`src/rtl/cpu_pipe_pkg.sv`:
```
// Shared definitions for the CPU pipeline stage boundaries: stage state
// encoding and control-bundle bit positions used by every stage.
package cpu_pipe_pkg;

    typedef enum logic [1:0] {
        ST_EMPTY = 2'd0,
        ST_BUSY  = 2'd1,
        ST_FULL  = 2'd2
    } state_t;

    localparam int unsigned CTRL_REG_WRITE = 0;
    localparam int unsigned CTRL_MEM_READ  = 1;
    localparam int unsigned CTRL_MEM_WRITE = 2;
    localparam int unsigned CTRL_MEM_2_REG = 3;
    localparam int unsigned CTRL_BRANCH    = 4;
    localparam int unsigned CTRL_JUMP      = 5;
    localparam int unsigned CTRL_ALU_SRC   = 6;
    localparam int unsigned CTRL_REG_DST   = 7;

    function automatic logic [1:0] occ_of(input state_t s);
        case (s)
            ST_BUSY: occ_of = 2'd1;
            ST_FULL: occ_of = 2'd2;
            default: occ_of = 2'd0;
        endcase
    endfunction

endpackage

```
`src/rtl/pipe_entry_reg.sv`:
```
// One pipeline entry (data + control) with async clear, load enable and a
// control-only clear that turns the held entry into a bubble.
module pipe_entry_reg #(
    parameter int DATA_W = 32,
    parameter int CTRL_W = 8
) (
    input  logic              clk,
    input  logic              arst_n,
    input  logic              load,
    input  logic              clr_ctrl,
    input  logic [DATA_W-1:0] next_data,
    input  logic [CTRL_W-1:0] next_ctrl,
    output logic [DATA_W-1:0] data,
    output logic [CTRL_W-1:0] ctrl
);

    always_ff @(posedge clk or negedge arst_n) begin
        if (!arst_n) begin
            data <= '0;
            ctrl <= '0;
        end else if (clr_ctrl) begin
            ctrl <= '0;
        end else if (load) begin
            data <= next_data;
            ctrl <= next_ctrl;
        end
    end

endmodule

```
`src/rtl/pipe_stage_reg.sv`:
```
// Clocked pipeline stage boundary with valid/ready handshake, stall, flush to
// bubble, global enable and an optional two-entry skid buffer.
module pipe_stage_reg
    import cpu_pipe_pkg::*;
#(
    parameter int DATA_W = 32,
    parameter int CTRL_W = 8,
    parameter int SKID   = 1
) (
    input  logic              clk,
    input  logic              arst_n,
    input  logic              enable,
    input  logic              flush,
    input  logic              in_valid,
    output logic              in_ready,
    input  logic [DATA_W-1:0] in_data,
    input  logic [CTRL_W-1:0] in_ctrl,
    output logic              out_valid,
    input  logic              out_ready,
    output logic [DATA_W-1:0] out_data,
    output logic [CTRL_W-1:0] out_ctrl,
    output logic [1:0]        occupancy
);

    state_t            state;
    state_t            next_state;
    logic              in_ready_q;
    logic              flush_en;
    logic              accept;
    logic              take;
    logic              main_load;
    logic              skid_load;
    logic [DATA_W-1:0] main_data;
    logic [CTRL_W-1:0] main_ctrl;
    logic [DATA_W-1:0] skid_data;
    logic [CTRL_W-1:0] skid_ctrl;
    logic [DATA_W-1:0] main_src_data;
    logic [CTRL_W-1:0] main_src_ctrl;

    assign flush_en  = enable & flush;
    assign out_valid = enable & (state != ST_EMPTY);
    assign in_ready  = (SKID != 0) ? (enable & in_ready_q)
                                   : (enable & ((state == ST_EMPTY) | out_ready));
    assign accept    = enable & in_valid & in_ready & ~flush;
    assign take      = enable & out_valid & out_ready;

    // Without a skid, accepting while BUSY implies out_ready, so take is also true.
    assign main_load = ~flush_en & (((state == ST_EMPTY) & accept)
                                  | ((state == ST_BUSY) & accept & take)
                                  | ((SKID != 0) & (state == ST_FULL) & take));
    assign skid_load = (SKID != 0) & (state == ST_BUSY) & accept & ~take;

    assign main_src_data = (state == ST_FULL) ? skid_data : in_data;
    assign main_src_ctrl = (state == ST_FULL) ? skid_ctrl : in_ctrl;

    always_comb begin
        next_state = state;
        case (state)
            ST_EMPTY: if (accept) next_state = ST_BUSY;
            ST_BUSY: begin
                if (accept && !take) begin
                    if (SKID != 0) next_state = ST_FULL;
                    else           next_state = ST_BUSY;
                end else if (!accept && take) begin
                    next_state = ST_EMPTY;
                end
            end
            ST_FULL: begin
                if (SKID == 0)  next_state = ST_EMPTY;
                else if (take)  next_state = ST_BUSY;
            end
            default: next_state = ST_EMPTY;
        endcase
        if (flush_en) next_state = ST_EMPTY;
    end

    always_ff @(posedge clk or negedge arst_n) begin
        if (!arst_n) begin
            state      <= ST_EMPTY;
            in_ready_q <= 1'b1;
            occupancy  <= 2'd0;
        end else begin
            state     <= next_state;
            occupancy <= occ_of(next_state);
            if (enable) in_ready_q <= (next_state != ST_FULL);
        end
    end

    pipe_entry_reg #(.DATA_W(DATA_W), .CTRL_W(CTRL_W)) u_main (
        .clk       (clk),
        .arst_n    (arst_n),
        .load      (main_load),
        .clr_ctrl  (flush_en),
        .next_data (main_src_data),
        .next_ctrl (main_src_ctrl),
        .data      (main_data),
        .ctrl      (main_ctrl)
    );

    generate
        if (SKID != 0) begin : g_skid
            pipe_entry_reg #(.DATA_W(DATA_W), .CTRL_W(CTRL_W)) u_skid (
                .clk       (clk),
                .arst_n    (arst_n),
                .load      (skid_load),
                .clr_ctrl  (flush_en),
                .next_data (in_data),
                .next_ctrl (in_ctrl),
                .data      (skid_data),
                .ctrl      (skid_ctrl)
            );
        end else begin : g_no_skid
            assign skid_data = '0;
            assign skid_ctrl = '0;
        end
    endgenerate

    assign out_data = main_data;
    assign out_ctrl = out_valid ? main_ctrl : '0;

endmodule

```
`config.mk`:
```
export PLATFORM = sky130hd
export DESIGN_NAME = pipe_stage_reg
export DESIGN_NICKNAME = d
export VERILOG_FILES = /design/src/rtl/cpu_pipe_pkg.sv /design/src/rtl/pipe_entry_reg.sv /design/src/rtl/pipe_stage_reg.sv
export SDC_FILE = /design/constraint.sdc
export NUM_CORES = 1
export LEC_CHECK = 0
export ABC_AREA = 0
export CORE_ASPECT_RATIO = 0.6
export CORE_MARGIN = 1.5
export CORE_UTILIZATION = 30
export CTS_CLUSTER_DIAMETER = 150
export DETAILED_ROUTE_END_ITERATION = 6
export RECOVER_POWER = 50
export SYNTH_ARGS = -nofsm -noshare
export SYNTH_HDL_FRONTEND = slang
export SYNTH_SLANG_ARGS = --single-unit
```
`constraint.sdc`:
```
create_clock -name clk -period 4.75 [get_ports clk]
set_clock_uncertainty 0.05 [all_clocks]
set_input_delay 0.95 -clock clk [delete_from_list [all_inputs] [get_ports clk]]
set_output_delay 0.95 -clock clk [all_outputs]
set_load 0.01 [all_outputs]
```
Word-level counts from Yosys, hierarchy flattened:

Cells that the tools add are included.

* eq/ne operators: 5
* mux-type cells: 14
* bitwise gates (word level): 19
* reductions and logical operators: 10

Operator list (number)
* 2-to-1 mux 8 bit: 6
* 2-to-1 mux 32 bit: 1
* bitwise AND 1 bit: 14
* 2-to-1 mux 2 bit: 5
* one-hot mux 2 bit (3 select lines): 1
* nonzero test 2 bit: 3
* == test 2 x 1 -> 1 bit, second input constant: 2
* == test 2 bit, second input constant: 2
* one-hot mux 2 bit (2 select lines): 1
* AND reduction 2 bit: 2
* inverter 1 bit: 3
* logical AND 1 bit: 2
* logical NOT 1 bit: 2
* logical NOT 2 bit: 1
* inequality test 2 bit, second input constant: 1
* OR 1 bit: 2

* bits in registers: 85
* bits of input ports: 46
* output and inout bits: 44
* logic and storage cells: 55

Logic depth before layout (Yosys ltp):

Gate-level depths: netlist (run 1).

* word-level depth: 11
* gate-level depth with buffers: 6
* depth with buffers taken out: 4

By module:

A second synthesis (run 1) with hierarchy kept.

* cell total of the unflattened synthesis: 274
* area total of the unflattened synthesis: 4413.0 um2

Modules (own cells, without submodules)
* pipe_entry_reg: times used 2, cells an instance 95, area each 1691.6 um2, sequential area each 1001.0 um2
* pipe_stage_reg: times used 1, cells an instance 84, area each 1029.7 um2, sequential area each 126.4 um2

Worst setup path after synthesis (run 1):

OpenSTA, ideal clock, no wires.

* kind: input -> output
* from: in enable
* to: out out_ctrl[0]
* arrival: 1.527 ns
* data required time: 3.750 ns
* setup slack: 2.223 ns
* stages: 3
* path buffers: 1
* cell sequence: buf_4 -> o21a_1 -> and2_1

* longest elaborated chain between the ends: 2

RTL lines
* start: declaration: line pipe_stage_reg.sv:12 `input logic enable,`
* bitwise AND 1 bit: line pipe_stage_reg.sv:41 `assign out_valid = enable & (state != ST_EMPTY);`
* via out_valid: line pipe_stage_reg.sv:18 `output logic out_valid,`
* 2-to-1 mux 8 bit: line pipe_stage_reg.sv:119 `assign out_ctrl = out_valid ? main_ctrl : '0;`
* end: declaration: line pipe_stage_reg.sv:21 `output logic [CTRL_W-1:0] out_ctrl,`

The timed path passes the listed nets, and every way through them passes these cells.

Worst setup path after layout (run 1):

* from: in enable
* to: out out_ctrl[5]

* longest elaborated chain between the ends: 2

RTL lines (line)
* bitwise AND 1 bit: pipe_stage_reg.sv:41
* 2-to-1 mux 8 bit: pipe_stage_reg.sv:119

Every way passes these cells.

==> out/metrics.yaml, run 1 <==
drt-pass1-iter-count: 4
number_of_enable_flip_flop_cells_after_synthesis: 0
top_reg_cell_synth: "dfrtp_1"
cts.hold.buffers_added: 0
post-dp-hpwl_mm: 6.36
setup.worst_path.start_class: "input pin"
synth.distinct_cells: 27
dr_total_vias: 2971
detail_route.wirelength_mm: 9.71
worst_slew_margin_rel_pct: -55.2
min_period_over_period_pct: 78.0
ctsResizeCount: 0
cap_viol_max_count: 1
yosysSeqAreaShare_pct: 57.0
grt_max_degree: 44
top_level_ports: 90
cts_tree: "built"
initial_standard_cell_utilization_of_the_core_pct: 30.9
synth_largest_area_cell: "dfrtp_1"
clk_pin_slew_ns: 0.06
timing.final.max_slew_violations: 44
final_layout_size_suffix_gt1_share_pct: 5.70
setup_tns_ns: 0
peakVddDrop_mv: 0.183
n_antenna_cell: 0
first_global_vias: 2916
cellLeakagePower_nw: 2.25
clock_sinks: 85
series_of_cell_instances_along_the_critical_path: "clkdlybuf4s50_1, o21a_1, and2_1, clkdlybuf4s50_1"
worstSkewPairLatency_ns: 0.33
synth.top_cells.by_area: "dfrtp_1, nand2_1, mux2i_1"
nNetsFinal: 515
fin_hold_ws_ns: 0.423
die_h_um: 89.4
port_buffers: 89
number_of_filler_instances_in_the_final_layout: 1199
grt_setup_unrepaired: "false"
overall_power_consumption_mw: 2.13
die-area_mm2: 0.0131
timing.hold.worst.class: "flop to flop"
ys_warn_count: 0
syn_area_per_cell_um2: 9.68
floorplan.die.width_um: 147
crit_path_frequent_cell: "clkdlybuf4s50_1"
wire_length_of_the_first_global_routing_pass_mm: 15.4
period_needed_ns: 3.71
number_of_failing_setup_endpoints_in_the_final_timing_report: 0
r2r_setup_slack_ns: 2.61
ys_seq_elements: 85
postSynthNetCount: 432
final-hold-violation-count: 0
routabilityCongestion: 0.766
fp-row-count: 31
clock-root-buffer: "clkbuf_16"
drtAntennaViolNets: 0
grt.overflow.total: 0
synth_top_area_share_pct: 56.3
setup.worst_path.class: "input pin to output port"
vias_per_cell: 4.65
violations_in_the_final_reports: "capacitance limit, slew limit"
achievable-frequency_ghz: 0.270
async_reset_ff_share_pct: 100
arrival_ns: 2.71
pwr_density_cell_mw_per_mm2: 419
synth_to_final_area_change_pct: 36.3
tightestPinTransition_ns: 2.33
dr_iter_0_viols: 186
wire_per_inst_um: 15.2
ctsLongestPathBuffers: 2
maximum_fanout_along_the_worst_path: 11
run_status: "complete, but fails checks"
critical-path-max-stage-delay_ns: 0.69
syn_area_mm2: 0.00373
crit_path_top_delay_cell: "clkdlybuf4s50_1"
setup.worst_path.end_class: "output port"
cts-htree-levels: 3
global_routing_usage_summed_across_all_routing_layers_pct: 15.3
core_mm2: 0.0121
synthesis.instances: 386
cts_post_setup_buffers_inserted: 0
route.detailed.drc: 0
numCtsBuffers: 9
antenna_found_initial: 0
critical_path_required_ns: 3.75
[layout by cell type, fill, tap and decap left out, types with 4 or more instances in the layout]
cell type,count
dlygate4sd3_1,22
mux2i_1,40
nand3_1,9
buf_4,6
o21ai_0,33
clkbuf_1,4
and2_1,9
dfrtp_1,84
clkbuf_16,9
clkdlybuf4s50_1,66
nand2_1,125
o21ai_1,40
[flip-flops by register name, summed over array words and instances (netlist names)]
register / count
g_skid.u_skid.ctrl: 8
g_skid.u_skid.data: 32
u_main.ctrl: 8
in_ready_q: 1
occupancy: 2
state: 2
u_main.data: 32
[stage by stage]
stage	instances	area [µm²]	setup WS [ns]	util, %
finish	639	5090	1.04	42.1
detailed placement	623	4800	1.04	39.7
floorplan	386	3730	2.22	-
global route	639	5090	0.619	42.1
global placement	623	4800	1.09	39.7
CTS	639	5100	1.04	42.1
[report_power, final]
group          switching (mW)  total (mW)  internal, mW  leakage [nW]
clock network           0.275       0.698         0.423         0.136
registers              0.0907       0.983         0.892          1.10
logic                   0.220       0.453         0.233          1.01
[layer usage]
layer	GRT usage [%]	wire length, µm	vias to the layer above
met5	0	0	-
met4	3.27	45	0
met3	4.13	438	7
met2	23.7	4160	69
met1	21.6	5070	1437
li1	-	-	1458
[layout make-up]
type / instances / area [µm²] / area share [%]
repair buffers: 97 / 955 / 18.7
flip-flops and latches: 85 / 2130 / 41.8
well taps: 165 / 206 / 4.05
clock inverters: 3 / 45.0 / 0.885
clock buffers: 13 / 250 / 4.91
multi-input cells: 276 / 1510 / 29.6
[final timing paths]
path / startpoint / endpoint / cells past startpoint
worst max-delay path: enable / out_ctrl[5] / 4
worst max register to register: state[1]$_DFF_PN0_ / u_main.data[13]$_DFFE_PN0P_ / 4
worst min-delay path: g_skid.u_skid.data[21]$_DFFE_PN0P_ / g_skid.u_skid.data[21]$_DFFE_PN0P_ / 2
max in group asynchronous: arst_n / occupancy[1]$_DFF_PN0_ / 2
worst min register to register: g_skid.u_skid.data[21]$_DFFE_PN0P_ / g_skid.u_skid.data[21]$_DFFE_PN0P_ / 2
min in group asynchronous: arst_n / u_main.data[27]$_DFFE_PN0P_ / 1
[critical path: cells and delay by family]
kind            cells  cell delay, ns
simple gates        1            0.18
buf+inv             2            1.22
compound gates      1            0.35
[synth_stat cells, types with 9 or more instances]
library cell and number:
dfrtp_1 84, nand2_1 125, clkbuf_1 10, mux2i_1 40
and2_1 9, buf_2 14, nand3_1 9, o21ai_0 33
o21ai_1 40
[kinds of logic after synthesis]
group	after synthesis	share of synthesized area, %
muxes	41	11.0
DFF	85	57.0
and+or+nand+nor	154	17.4
buffers and inverters	25	3.08
AOI/OAI and AO/OA	80	11.3
xor gates and xnor gates	1	0.235
Power figures use the tool's default switching activity.
==> run 2: changes to the inputs <==
==> constraint.sdc (replaced) <==
create_clock -name clk -period 3.55 [get_ports clk]
set_clock_uncertainty 0.05 [all_clocks]
set_input_delay 0.71 -clock clk [delete_from_list [all_inputs] [get_ports clk]]
set_output_delay 0.71 -clock clk [all_outputs]
set_load 0.01 [all_outputs]
==> run 2 against run 1 <==
  * First-iteration DRC count rose by 3.8%
  * Count of clock-buffer cells in the layout shrank 1
  * Utilization is essentially flat
  * Non-clock buffer count is 3 higher
  * Routed wire length is essentially flat
  * Hold slack worse by 0.00066 ns
  * The flow still finishes with violations (capacitance limit, slew limit)
  * Cell area is essentially flat
  * Combinational power is 34% higher
  * Die area did not move
==> out/metrics.yaml, run 2 (synthesized netlist as in run 1, its figures left out) <==
most-common-layout-cells: "nand2_1, dfrtp_1, clkdlybuf4s50_1"
overall_power_consumption_mw: 2.86
dp_cells: 626
violations_in_the_final_reports: "capacitance limit, slew limit"
run_status: "complete, but fails checks"
initial_standard_cell_utilization_of_the_core_pct: 30.9
min_period_over_period_pct: 87.4
worst-path-buf-inv: 3
ctsResizeCount: 0
clock-root-buffer: "clkbuf_16"
cts_tree: "built"
setup_tns_ns: 0
critical_path_required_ns: 2.79
grt_setup_unrepaired: "false"
post-dp-hpwl_mm: 6.39
worstSkewPairLatency_ns: 0.33
postLayoutSetupSlackWorst_ns: 0.448
antenna_found_initial: 0
detail_route.wirelength_mm: 9.72
die-area_mm2: 0.0131
grt.overflow.total: 0
post_layout_nonfiller_instances: 642
final_layout_size_suffix_gt1_share_pct: 6.08
r2r_setup_slack_ns: 1.56
floorplan.die.width_um: 147
worst_slew_margin_rel_pct: -4.55
preCtsSetupSlack_ns: 0.592
fp-row-count: 31
arrival_ns: 2.34
number_of_failing_setup_endpoints_in_the_final_timing_report: 0
setup.worst_path.start_class: "input pin"
drt-pass1-iter-count: 4
final_design_area_no_fill_mm2: 0.00509
layout_top_registers: "g_skid.u_skid.data: 32 flops, u_main.data: 32 flops"
setup.worst_path.end_class: "output port"
timing.hold.worst.class: "flop to flop"
pwr_density_cell_mw_per_mm2: 561
cts_post_setup_buffers_inserted: 0
maximum_fanout_along_the_worst_path: 10
core_mm2: 0.0121
grt_max_degree: 62
clk_pin_slew_ns: 0.06
ctsLongestPathBuffers: 2
dr_iter_0_viols: 193
timing.final.max_slew_violations: 62
numCtsBuffers: 9
critical-path-max-stage-delay_ns: 0.54
port_buffers: 89
final-hold-violation-count: 0
crit_path_top_delay_cell: "dlygate4sd3_1"
peakVddDrop_mv: 0.229
cts-htree-levels: 3
global_routing_usage_summed_across_all_routing_layers_pct: 16.1
placed_area_mm2: 0.00481
worst_path_dominant_cell_family: "buffers and inverters"
cellLeakagePower_nw: 2.25
wire_length_of_the_first_global_routing_pass_mm: 16.1
synth_to_final_area_change_pct: 36.4
tightestPinTransition_ns: 1.57
die_h_um: 89.4
setup.worst_path.class: "input pin to output port"
period_needed_ns: 3.10
drtAntennaViolNets: 0
dr_total_vias: 3022
clock_sinks: 85
wire_per_inst_um: 15.1
vias_per_cell: 4.71
routabilityCongestion: 0.824
nNetsFinal: 518
cts.hold.buffers_added: 0
series_of_cell_instances_along_the_critical_path: "dlygate4sd3_1, clkbuf_1, and2_1, clkdlybuf4s50_1"
first_global_vias: 2996
layout.cells.most_common: "nand2_1"
n_antenna_cell: 0
top_level_ports: 90
cap_viol_max_count: 1
route.detailed.drc: 0
achievable-frequency_ghz: 0.322
==> run 2: cell count changes in the layout (fill, tap and decap cells not counted), sizes merged <==
cell,delta
dlygate4sd3,-1
clkdlybuf4s50,+1
buf,+1
clkbuf,+1
clkinv,+2
clkinvlp,-1
==> run 2: worst min-delay path, stage by stage (launching register included) <==
cell and delay [ns]:
dfrtp_1 0.34, nand2_1 0.05, nand2_1 0.05
==> run 2: final timing paths <==
| kind | startpoint | endpoint | cells after the start |
|---|---|---|---|
| min in group asynchronous | arst_n | u_main.data[27]$_DFFE_PN0P_ | 1 |
| worst max-delay path | enable | in_ready | 4 |
| worst min-delay path | g_skid.u_skid.data[28]$_DFFE_PN0P_ | g_skid.u_skid.data[28]$_DFFE_PN0P_ | 2 |
| worst min register to register | g_skid.u_skid.data[28]$_DFFE_PN0P_ | g_skid.u_skid.data[28]$_DFFE_PN0P_ | 2 |
| worst max register to register | state[0]$_DFF_PN0_ | u_main.data[10]$_DFFE_PN0P_ | 5 |
| max in group asynchronous | arst_n | u_main.data[25]$_DFFE_PN0P_ | 2 |
==> run 2: report_power, final <==
group / total [mW] / switching (mW) / internal, mW
combinational: 0.608 / 0.295 / 0.313
sequential: 1.32 / 0.122 / 1.19
clock: 0.934 / 0.372 / 0.562
==> run 2: area by class of cell <==
| cell class | count | area (µm²) |
|---|---|---|
| Clock buffer | 12 | 246 |
| Tap cell | 165 | 206 |
| Fill cell | 1206 | 7010 |
| Clock inverter | 4 | 47.5 |
| Sequential cell | 85 | 2130 |
| Multi-Input combinational cell | 276 | 1510 |
| Timing Repair Buffer | 100 | 957 |
==> run 2: per-stage QoR <==
stage | hold WS (ns) | util [%]
2_1_floorplan | 0.364 | -
3_3_place_gp | 0.406 | 39.8
4_1_cts | 0.428 | 42.2
6_report | 0.422 | 42.1
5_1_grt | 0.454 | 42.1
3_5_place_dp | 0.413 | 39.8
==> run 2: layer usage <==
metal  share of wire, %  GRT usage, %
met1                 51          23.1
met2                 42          23.7
met3                6.6          4.03
met4                1.1          5.36
met5                  0             0
==> run 3: changes to the inputs <==
--- a/config.mk
+++ b/config.mk
@@ -7,7 +7,6 @@
 export LEC_CHECK = 0
 export ABC_AREA = 0
 export CORE_ASPECT_RATIO = 0.6
-export CORE_MARGIN = 1.5
 export CORE_UTILIZATION = 30
 export CTS_CLUSTER_DIAMETER = 150
 export DETAILED_ROUTE_END_ITERATION = 6
==> run 3 against run 2 <==
  * The flow still finishes with violations (capacitance limit, slew limit)
  * Routed wire length up 1.0%
  * Global-route usage is 0.42 points higher
  * Setup slack got worse by 0.021 ns
  * Critical path depth is the same
  * Largest cell class unchanged
==> out/metrics.yaml, run 3 (synthesized netlist as in run 1, its figures left out) <==
postLayoutSetupSlackWorst_ns: 0.427
drtAntennaViolNets: 0
finish.utilization_pct: 42.3
grt_setup_unrepaired: "false"
period_needed_ns: 3.12
setup_tns_ns: 0
grt_max_degree: 86
most-common-layout-cells: "nand2_1, dfrtp_1, clkdlybuf4s50_1"
number_of_failing_setup_endpoints_in_the_final_timing_report: 0
vias_per_cell: 4.76
setup.worst_path.end_class: "output port"
core_mm2: 0.0121
final_layout_size_suffix_gt1_share_pct: 6.32
timing.hold.worst_path_depth: 2
met3RoutedLength_um: 538
numCtsBuffers: 9
wire_per_inst_um: 15.3
synth_to_final_area_change_pct: 37.1
die_h_um: 88.4
maximum_fanout_along_the_worst_path: 10
pwr_density_cell_mw_per_mm2: 577
wire_length_of_the_first_global_routing_pass_mm: 16.3
worst_slew_margin_rel_pct: -43.9
clk_pin_slew_ns: 0.06
antenna_found_initial: 0
ctsResizeCount: 0
min_period_over_period_pct: 88.0
n_antenna_cell: 0
port_buffers: 89
layout.cells.most_common: "nand2_1"
worstRegToRegCells: 5
r2r_setup_slack_ns: 1.30
power.share.switching_pct: 26.8
arrival_ns: 2.36
share_seq_of_total_power_pct: 44.7
post-dp-hpwl_mm: 6.43
dr_iter_0_viols: 166
net-switching-power_mw: 0.792
topRoutingLayerUsed: "met4"
nNetsFinal: 516
achievable-frequency_ghz: 0.320
clock-root-buffer: "clkbuf_16"
detail_route.wirelength_mm: 9.82
top_level_ports: 90
worstSkewPairLatency_ns: 0.33
tightestPinTransition_ns: 2.16
setup.worst_path.start_class: "input pin"
cap_viol_max_count: 1
timing.final.max_slew_violations: 86
critical_path_required_ns: 2.79
power_frac_clock_pct: 34.7
die-area_mm2: 0.0129
layout_top_registers: "g_skid.u_skid.data: 32 flops, u_main.data: 32 flops"
fp-row-count: 31
peakVddDrop_mv: 0.277
worst_hold_startpoint: "g_skid.u_skid.data[31]$_DFFE_PN0P_"
first_global_vias: 3046
cts_tree: "built"
violations_in_the_final_reports: "capacitance limit, slew limit"
timing.hold.worst.class: "flop to flop"
cts-htree-levels: 3
clock_sinks: 85
worst_r2r_endpoint: "u_main.data[16]$_DFFE_PN0P_"
cts_post_setup_buffers_inserted: 0
preCtsSetupSlack_ns: 0.507
combinationalPowerShare_pct: 20.5
drt-pass1-iter-count: 4
ctsLongestPathBuffers: 2
setup.worst_path.class: "input pin to output port"
route.layer.met1.wl_mm: 4.99
timing.rr.start: "state[0]$_DFF_PN0_"
global_routing_usage_summed_across_all_routing_layers_pct: 16.5
met2_wirelength_mm: 4.21
cts.hold.buffers_added: 0
min_delay_worst_endpoint: "g_skid.u_skid.data[31]$_DFFE_PN0P_"
route.detailed.drc: 0
final-hold-violation-count: 0
routabilityCongestion: 0.779
cellLeakagePower_nw: 2.27
floorplan.die.width_um: 146
dr_total_vias: 3048
internal_power_mw: 2.16
grt.overflow.total: 0
initial_standard_cell_utilization_of_the_core_pct: 30.9
run_status: "complete, but fails checks"
==> run 3: through the flow <==
stage	area, µm²	total power [mW]	hold WS (ns)	std cells
6_report	5120	2.95	0.424	640
5_1_grt	5120	3.13	0.445	640
4_1_cts	5120	3.02	0.428	640
3_5_place_dp	4800	1.98	0.412	624
3_3_place_gp	4800	1.95	0.406	624
2_1_floorplan	3730	1.60	0.364	386
==> run 3: final cells by class <==
cell class                 instances  area [µm²]
fill                            1186        6980
sequential                        85        2130
multi-input combinational        276        1510
timing repair buffer              98         950
clock buffer                      12         256
tap                              165         206
clock inverter                     4        70.1
==> run 3: worst max-delay path, stage by stage <==
cell and delay [ns]:
dlygate4sd3_1 0.54, clkbuf_1 0.33, and2_1 0.24, clkdlybuf4s50_1 0.54
==> run 3: how the worst max path moves through the flow <==
| stage | from | to | slack [ns] | cells after the start |
|---|---|---|---|---|
| floorplan | enable | out_ctrl[0] | 1.50 | 3 |
| global route | enable | in_ready | 0.34 | 4 |
| CTS | enable | out_ctrl[6] | 0.57 | 4 |
| detailed placement | enable | u_main.data[15]$_DFFE_PN0P_ | 0.51 | 7 |
| global placement | enable | u_main.data[12]$_DFFE_PN0P_ | 0.53 | 7 |
| finish | enable | in_ready | 0.43 | 4 |
==> run 3: per-layer routing <==
| layer | up-vias | track usage [%] |
|---|---|---|
| met4 | 0 | 3.79 |
| li1 | 1462 | - |
| met3 | 9 | 4.69 |
| met2 | 78 | 25.8 |
| met1 | 1499 | 22.9 |
| met5 | - | 0 |
==> run 3: power by group through the flow <==
| stage | registers [mW] | clock network (mW) | logic (mW) |
|---|---|---|---|
| after floorplan | 1.35 | 0 | 0.249 |
| after global placement | 1.33 | 0 | 0.622 |
| after detailed placement | 1.34 | 0 | 0.637 |
| after CTS | 1.33 | 1.05 | 0.639 |
| after global routing | 1.35 | 1.10 | 0.683 |
| final | 1.32 | 1.03 | 0.606 |
